**config.mk**
```make
export PLATFORM = sky130hd
export DESIGN_NAME = vend_dispense_ctrl
export DESIGN_NICKNAME = d
export VERILOG_FILES = /design/src/rtl/vend_dispense_ctrl.sv
export SDC_FILE = /design/constraint.sdc
export NUM_CORES = 1
export LEC_CHECK = 0
export CORE_MARGIN = 1.5
export CORE_UTILIZATION = 40
export DETAILED_ROUTE_END_ITERATION = 7
export GPL_TIMING_DRIVEN = 0
export HOLD_SLACK_MARGIN = 0.12
export PLACE_DENSITY_LB_ADDON = 0.12
export SLEW_MARGIN = 20
export SYNTH_ARGS = -nofsm -noshare
export SYNTH_HDL_FRONTEND = slang
export SYNTH_SLANG_ARGS = --single-unit
export TNS_END_PERCENT = 50
```
**constraint.sdc**
```tcl
create_clock -name clk -period 4.29 [get_ports clk]
set_clock_uncertainty 0.05 [all_clocks]
set_input_delay 0.858 -clock clk [delete_from_list [all_inputs] [get_ports clk]]
set_output_delay 0.858 -clock clk [all_outputs]
set_load 0.02 [all_outputs]
```
**src/rtl/vend_dispense_ctrl.sv**
```systemverilog
// Vending dispense controller: price check, timed motor drive, drop-sensor wait
// with jam timeout, then greedy change ejection (quarter/dime/nickel in nickel units).
module vend_dispense_ctrl #(
    parameter int MOTOR_CYCLES = 8,
    parameter int TIMEOUT      = 64,
    parameter int COIN_GAP     = 4,
    parameter int PRICE0       = 2,
    parameter int PRICE1       = 3,
    parameter int PRICE2       = 5
) (
    input  logic       clk,
    input  logic       reset,
    input  logic       vend_req,
    input  logic [1:0] sel,
    input  logic [4:0] credit,
    input  logic       item_sensed,
    output logic       busy,
    output logic       motor_on,
    output logic       coin_out,
    output logic [1:0] coin_type,
    output logic       done,
    output logic [1:0] err_code
);

    localparam logic [2:0] S_IDLE  = 3'd0;
    localparam logic [2:0] S_CHECK = 3'd1;
    localparam logic [2:0] S_MOTOR = 3'd2;
    localparam logic [2:0] S_WAIT  = 3'd3;
    localparam logic [2:0] S_CHG   = 3'd4;
    localparam logic [2:0] S_GAP   = 3'd5;
    localparam logic [2:0] S_DONE  = 3'd6;

    localparam int CNT_MAX0 = (MOTOR_CYCLES > TIMEOUT) ? MOTOR_CYCLES : TIMEOUT;
    localparam int CNT_MAX  = (CNT_MAX0 > COIN_GAP) ? CNT_MAX0 : COIN_GAP;
    localparam int CNT_W    = $clog2(CNT_MAX + 1);

    localparam logic [CNT_W-1:0] MOT_LAST = CNT_W'(MOTOR_CYCLES - 1);
    localparam logic [CNT_W-1:0] TO_LAST  = CNT_W'(TIMEOUT - 1);
    localparam logic [CNT_W-1:0] GAP_LAST = CNT_W'(COIN_GAP - 1);

    localparam logic [1:0] ERR_OK    = 2'b00;
    localparam logic [1:0] ERR_FUNDS = 2'b01;
    localparam logic [1:0] ERR_SEL   = 2'b10;
    localparam logic [1:0] ERR_JAM   = 2'b11;

    logic [2:0]       state, state_nx;
    logic [CNT_W-1:0] cnt, cnt_nx;
    logic [4:0]       change, change_nx;
    logic [1:0]       err, err_nx;
    logic [1:0]       sel_q;
    logic [4:0]       credit_q;
    logic             sensed, sensed_nx;
    logic             coin_fire;
    logic [1:0]       coin_type_nx;
    logic [4:0]       price;

    always_comb begin
        case (sel_q)
            2'b00:   price = 5'(PRICE0);
            2'b01:   price = 5'(PRICE1);
            2'b10:   price = 5'(PRICE2);
            default: price = 5'd0;
        endcase
    end

    always_comb begin
        state_nx     = state;
        cnt_nx       = cnt;
        change_nx    = change;
        err_nx       = err;
        sensed_nx    = sensed;
        coin_fire    = 1'b0;
        coin_type_nx = 2'b00;
        case (state)
            S_IDLE: if (vend_req) state_nx = S_CHECK;
            S_CHECK: begin
                sensed_nx = 1'b0;
                cnt_nx    = '0;
                if (sel_q == 2'b11) begin
                    change_nx = credit_q;
                    err_nx    = ERR_SEL;
                    state_nx  = S_CHG;
                end else if (credit_q < price) begin
                    change_nx = credit_q;
                    err_nx    = ERR_FUNDS;
                    state_nx  = S_CHG;
                end else begin
                    change_nx = credit_q - price;
                    err_nx    = ERR_OK;
                    state_nx  = S_MOTOR;
                end
            end
            S_MOTOR: begin
                if (item_sensed) sensed_nx = 1'b1;
                if (cnt == MOT_LAST) begin
                    cnt_nx   = '0;
                    state_nx = S_WAIT;
                end else begin
                    cnt_nx = cnt + 1'b1;
                end
            end
            S_WAIT: begin
                if (sensed || item_sensed) begin
                    state_nx = S_CHG;
                end else if (cnt == TO_LAST) begin
                    // jam: nothing was dispensed, so refund the whole credit
                    change_nx = credit_q;
                    err_nx    = ERR_JAM;
                    state_nx  = S_CHG;
                end else begin
                    cnt_nx = cnt + 1'b1;
                end
            end
            S_CHG: begin
                if (change == 5'd0) begin
                    state_nx = S_DONE;
                end else begin
                    coin_fire = 1'b1;
                    cnt_nx    = '0;
                    state_nx  = S_GAP;
                    if (change >= 5'd5) begin
                        coin_type_nx = 2'b10;
                        change_nx    = change - 5'd5;
                    end else if (change >= 5'd2) begin
                        coin_type_nx = 2'b01;
                        change_nx    = change - 5'd2;
                    end else begin
                        coin_type_nx = 2'b00;
                        change_nx    = change - 5'd1;
                    end
                end
            end
            S_GAP: begin
                if (cnt == GAP_LAST) state_nx = S_CHG;
                else                 cnt_nx   = cnt + 1'b1;
            end
            S_DONE:  state_nx = S_IDLE;
            default: state_nx = S_IDLE;
        endcase
    end

    // outputs are registered from the next state so they line up with the state register
    always_ff @(posedge clk or negedge reset) begin
        if (!reset) begin
            state     <= S_IDLE;
            cnt       <= '0;
            change    <= 5'd0;
            err       <= ERR_OK;
            sensed    <= 1'b0;
            sel_q     <= 2'b00;
            credit_q  <= 5'd0;
            busy      <= 1'b0;
            motor_on  <= 1'b0;
            coin_out  <= 1'b0;
            coin_type <= 2'b00;
            done      <= 1'b0;
            err_code  <= 2'b00;
        end else begin
            state    <= state_nx;
            cnt      <= cnt_nx;
            change   <= change_nx;
            err      <= err_nx;
            sensed   <= sensed_nx;
            if (state == S_IDLE && vend_req) begin
                sel_q    <= sel;
                credit_q <= credit;
            end
            busy     <= (state_nx != S_IDLE);
            motor_on <= (state_nx == S_MOTOR);
            coin_out <= coin_fire;
            if (coin_fire) coin_type <= coin_type_nx;
            done     <= (state_nx == S_DONE);
            if (state_nx == S_DONE) err_code <= err_nx;
        end
    end

endmodule

```
# Word-level counts from Yosys, hierarchy flattened

Cells that the tools add are included.
W data, S select, Z words.

Bits in registers: 33
Bits in latches: 0
Memory bits (writable): 0
Bits in read-only memories: 0
Input bits: 11
Output and inout port bits: 8
Word-level logic and storage cells: 89
Memories: 0

$add $sub $neg: 5
Multipliers: 0
Div/mod/pow operators: 0
$lt $le $gt $ge: 3
Equal/unequal tests: 19
Shift operators: 0
Mux-type cells: 37
Bitwise operators: 0
Reductions and logical operators: 12

Operators by type and width:

| kind                  | count |
|---|---|
| $mux W5               | 7 |
| $mux W7               | 5 |
| $pmux W7 S5           | 1 |
| $mux W3               | 7 |
| $pmux W3 S6           | 1 |
| $pmux W5 S3           | 1 |
| $mux W2               | 7 |
| $ne A2 B2 Y1 const B  | 6 |
| $eq A3 B2 Y1 const B  | 3 |
| $eq A3 B3 Y1 const B  | 3 |
| $pmux W3 S3           | 1 |
| $add A7 B1 Y7 const B | 1 |
| $eq A7 B2 Y1 const B  | 1 |
| $eq A7 B3 Y1 const B  | 1 |
| $eq A7 B6 Y1 const B  | 1 |
| $reduce_bool A3 Y1    | 2 |
| $ge A5 B2 Y1 const B  | 1 |
| $ge A5 B3 Y1 const B  | 1 |
| $logic_not A5 Y1      | 1 |
| $lt A5 B5 Y1          | 1 |
| $mux W1               | 5 |
| $reduce_and A5 Y1     | 1 |
| $reduce_bool A5 Y1    | 1 |
| $sub A5 B1 Y5 const B | 1 |
| other kinds (15)      | 16 |

# Depth between registers and ports, before layout

Depth after elaboration: 7
Mapped depth: 12
Depth with buffers taken out: 12

# Least setup slack after synthesis

Ideal clock, no wire load.

Kind: reg-to-reg
Start: register sel_q[0]
End: register err_code[0]
Setup time: 0.128 ns
Arrival: 2.452 ns
Data required time: 4.112 ns
Slack: 1.661 ns
Stages on the path, launching flop included: 12
Path buffers: 0
Clock period less this slack: 2.629 ns
Cell sequence: dfrtp_1 -> inv_1 -> ha_1 -> nor2_1 -> or2_2 -> ha_1 -> nor2b_1 -> o21ai_1 -> a2111oi_0 -> nor2_1 -> nor3_4 -> mux2_1

Cells in the longest elaborated chain, start to end: 7
Elaborated cells on any way between the ends: 13
Those cells by class: order compare: 1; eq/ne: 4; mux: 7; reduce/logical: 1

Ends and longest elaborated chain:

| what                                 | RTL line | source |
|---|---|---|
| from (decl)                          | 50       | `logic [1:0] sel_q;` |
| from (signal assigned)               | 165      | `sel_q <= sel;` |
| $eq A2 B2 Y1 (tied with other cells) | 58       | `case (sel_q)` |
| $pmux W3 S3                          | 58       |  |
| $lt A5 B5 Y1                         | 83       | `end else if (credit_q < price) begin` |
| $mux W3                              | 83       |  |
| $mux W3                              | 79       | `if (sel_q == 2'b11) begin` |
| $pmux W3 S6                          | 74       | `case (state)` |
| $eq A3 B3 Y1                         | 173      | `if (state_nx == S_DONE) err_code <= err_nx;` |
| to (signal assigned)                 | 173      |  |
| to (decl)                            | 22       | `output logic [1:0] err_code` |

Parallel ways exist; a longest one is shown, timed or not.
A chain may end at the register's enable or synchronous reset.

# Worst setup path after layout

Same ends and word-level chain as after synthesis.

==> impl_table.tex <==
\begin{tabular}{lr}
\hline
Metric & Value \\
\hline
\multicolumn{2}{l}{\textbf{Run status}} \\
\quad Outcome & finished clean \\
\multicolumn{2}{l}{\textbf{Worst setup path}} \\
\quad Critical path peak fanout & 6 \\
\quad Endpoint type of the worst setup path & flip-flop \\
\quad Worst EP required & about 4.4 ns \\
\quad Path type of the worst setup path & flip-flop to flip-flop \\
\quad Largest incremental delay on the critical path & $\sim$0.52 ns \\
\quad Kind of launch point of the worst setup path & flip-flop \\
\quad Chain of cells forming the critical path & inv\_1 -> ha\_1 -> nor2\_1 -> or2\_2 -> ha\_1 -> nor2b\_1 -> o21ai\_1 -> a2111oi\_0 -> nor2\_1 -> nor3\_4 -> mux2\_1 \\
\quad CP arrival & $\sim$3.1 ns \\
\quad Highest-delay cell along the critical path & sky130\_fd\_sc\_hd\_\_a2111oi\_0 \\
\multicolumn{2}{l}{\textbf{STA}} \\
\quad Maximum clock rate & roughly 0.33 GHz \\
\quad Actual transition at the worst max-transition pin & $\sim$0.55 ns \\
\quad Portion of the clock cycle consumed by the worst path in the final layout & 0.702 \\
\quad Count of endpoints failing hold in the final timing report & 0 \\
\quad Total negative setup slack & 0 ns \\
\quad Relative max-transition margin & 0.622 \\
\quad Unrepaired setup endpoints after global routing & no \\
\quad Max Transition Viols Final & 0 \\
\quad Final period demand of the worst path & approximately 3.0 ns \\
\quad Final setup violation count & 0 \\
\multicolumn{2}{l}{\textbf{GRT}} \\
\quad Via count of the first global-routing pass & roughly 1.8k \\
\quad Wire length of the first global-routing pass & between 8000 and 9000 um \\
\quad Total congestion overflow & 0 \\
\quad All-layer global routing usage & 0.174 \\
\quad Antenna violations before repair & 0 \\
\quad Largest net degree at the start of global routing & 19 \\
\multicolumn{2}{l}{\textbf{Route}} \\
\quad Mean number of vias per cell & about 5.4 \\
\quad Vias & $\sim$1.8k \\
\quad Length of the first detailed-routing pass in iterations & 4 \\
\quad Routed WL & between 4000 and 5000 um \\
\quad Routed WL per cell & 13.7 um \\
\quad Number of DRC violations after detailed-routing iteration 0 & around 160 \\
\quad DRC & 0 \\
\quad Count of nets left with antenna violations after detail routing & 0 \\
\multicolumn{2}{l}{\textbf{Run}} \\
\quad Reported max-cap violation count & 0 \\
\multicolumn{2}{l}{\textbf{Synthesis}} \\
\quad Number of synthesized flops with an enable pin & 0 \\
\quad Warnings from Yosys & 0 \\
\quad Yosys cell types & between 50 and 60 \\
\quad Asr flop ratio synth & 1.00 \\
\quad Post-Synthesis Cell Area & 2200 sq um \\
\quad Post-Synthesis Mean Instance Area & about 9.2 sq um \\
\quad Post-Synthesis Net Count & about 270 \\
\quad Register bit total from synthesis & 33 \\
\quad Top FF cell, synth & sky130\_fd\_sc\_hd\_\_dfrtp\_1 \\
\quad Number of standard cells after synthesis & $\sim$240 \\
\quad Seq/Total Area, Yosys & 0.376 \\
\multicolumn{2}{l}{\textbf{Layout}} \\
\quad Final non-filler cell total & 334 \\
\quad Number of antenna cells inserted & 0 \\
\quad Most frequent cells in the layout & sky130\_fd\_sc\_hd\_\_dfrtp\_1, sky130\_fd\_sc\_hd\_\_o21ai\_0, sky130\_fd\_sc\_hd\_\_nor2\_1 \\
\quad Layout Utilization & 0.492 \\
\quad Fraction of final layout cells sized beyond drive strength 1 & 0.0947 \\
\quad Finished Cell Area & approximately 2600 sq um \\
\quad Area growth syn-to-layout & 16.6\% \\
\quad Most common cell after layout, fill and taps aside & sky130\_fd\_sc\_hd\_\_dfrtp\_1 \\
\quad Filler Cell Count & a little over 500 \\
\quad Net count of the finished layout & between 200 and 300 \\
\multicolumn{2}{l}{\textbf{Clocking}} \\
\quad Buffer cell driving the clock tree root & sky130\_fd\_sc\_hd\_\_clkbuf\_8 \\
\quad Number of hold-repair buffers added at the cts stage & 0 \\
\quad PostCTS Resize Cnt & 0 \\
\quad Clock transition at path regs & about 0.07 ns \\
\quad Number of clock buffers inserted by TritonCTS & 5 \\
\quad CTS tree & done \\
\quad \# clock sinks & 33 \\
\quad Total number of H-tree levels & 2 \\
\quad Number of buffers added for setup after CTS & 0 \\
\quad Clock buffer depth & 2 \\
\quad Clock Latency Late Sink & between 0.2 and 0.3 ns \\
\multicolumn{2}{l}{\textbf{Floorplanning}} \\
\quad CORE AREA & $\sim$5200 sq um \\
\quad Site Rows & 26 \\
\quad Die Span X & 77.1 um \\
\quad Die span in y & 77.1 um \\
\quad \# IOs & 19 \\
\quad Total die area & around 5900 sq um \\
\quad Starting density of the core & 0.422 \\
\multicolumn{2}{l}{\textbf{Placement}} \\
\quad Number of port buffers & 18 \\
\quad Final RePlAce weighted congestion & 0.825 \\
\quad Dpl cells & around 330 \\
\quad Total placed instance area & between 2000 and 2500 sq um \\
\quad Half-perimeter wire length after placement & 3530 um \\
\multicolumn{2}{l}{\textbf{Power and ir drop}} \\
\quad IR Drop Worst-Case VDD & just under 300 uV \\
\quad Sum of internal, switching and leakage power & between 1.5 and 2 mW \\
\quad Leakage dissipation & approximately 1.1 nW \\
\quad Areal power density over the cells & a little under 800 nW/um\^{}2 \\
\multicolumn{2}{l}{\textbf{Worst hold path}} \\
\quad Worst hold path class & flip-flop to flip-flop \\
\hline
\end{tabular}
## power breakdown
part	internal [mW]	leakage, nW	total (mW)	switching, mW
sequential	0.439	0.413	0.550	0.111
combinational	0.524	0.660	1.23	0.707
clock	0.107	0.0399	0.215	0.108
total	1.07	1.11	1.99	0.926
## registers in the layout, indices dropped and copies added (netlist names)
register   count
busy           1
change         5
cnt            7
coin_out       1
coin_type      2
credit_q       5
done           1
err            2
err_code       2
motor_on       1
sel_q          2
sensed         1
state          3
## final timing paths
check / end / cells past startpoint / startpoint / slack (ns)
max: err_code[0] / 11 / sel_q[0] / 1.28
min: err[1] / 1 / err[1] / 0.44
max reg2reg: err_code[0] / 11 / sel_q[0] / 1.28
min reg2reg: err[1] / 1 / err[1] / 0.44
max in group asynchronous: sel_q[0] / 2 / reset / 3.31
min in group asynchronous: cnt[3] / 1 / reset / 0.46
## cell usage after synthesis, types with 5 or more instances
cell	instances	area [sq um]
sky130_fd_sc_hd__a21oi_1	12	60.1
sky130_fd_sc_hd__a31oi_1	6	37.5
sky130_fd_sc_hd__dfrtp_1	33	826
sky130_fd_sc_hd__ha_1	18	225
sky130_fd_sc_hd__inv_1	17	63.8
sky130_fd_sc_hd__nand2_1	17	63.8
sky130_fd_sc_hd__nand2b_1	5	31.3
sky130_fd_sc_hd__nor2_1	22	82.6
sky130_fd_sc_hd__nor2b_1	8	50.1
sky130_fd_sc_hd__nor3_1	6	30.0
sky130_fd_sc_hd__o21ai_0	24	120
## cell families (layout without fill, tap and decap cells)
logic type,Yosys count,after routing,synth area share
compound gates,74,74,0.225
xor+xnor,2,2,0.00798
fa+ha+maj,19,19,0.112
buf+inv,23,48,0.0410
flops,33,33,0.376
mux,9,9,0.0444
simple gates,79,79,0.194
## routing by layer
metal | global-route usage | routed length, um
met5 | 0 | 0
met4 | 0.0564 | 53
met3 | 0.0369 | 182
met2 | 0.271 | 2040
met1 | 0.239 | 2310
## critical path, delay by kind of cell (launching register included)
family	cells	cell delay [ns]
multiplexers	1	0.35
buffers and inverters	1	0.11
flip-flops	1	0.42
AO/OA/AOI/OAI	2	0.67
adder cells (fa/ha/maj)	2	0.42
AND/OR/NAND/NOR	5	0.87
## metrics by stage
| stage | worst slack [ns] | hold WS [ns] |
|---|---|---|
| floorplan | 1.66 | 0.404 |
| global placement | 1.27 | 0.420 |
| detailed placement | 1.28 | 0.428 |
| CTS | 1.26 | 0.449 |
| global route | 1.01 | 0.464 |
| finish | 1.28 | 0.440 |
## area by class of cell
cell class	count	area, sq um	share of cell area
plain buffers	6	26.3	0.0103
clock buffers	5	68.8	0.0269
clock inverters	1	5.00	0.00196
inverters	17	63.8	0.0249
multi-input cells	183	1280	0.500
flip-flops and latches	33	826	0.323
well taps	70	87.6	0.0342
repair buffers	19	203	0.0792
No activity file was read; power rests on OpenSTA's default activity.
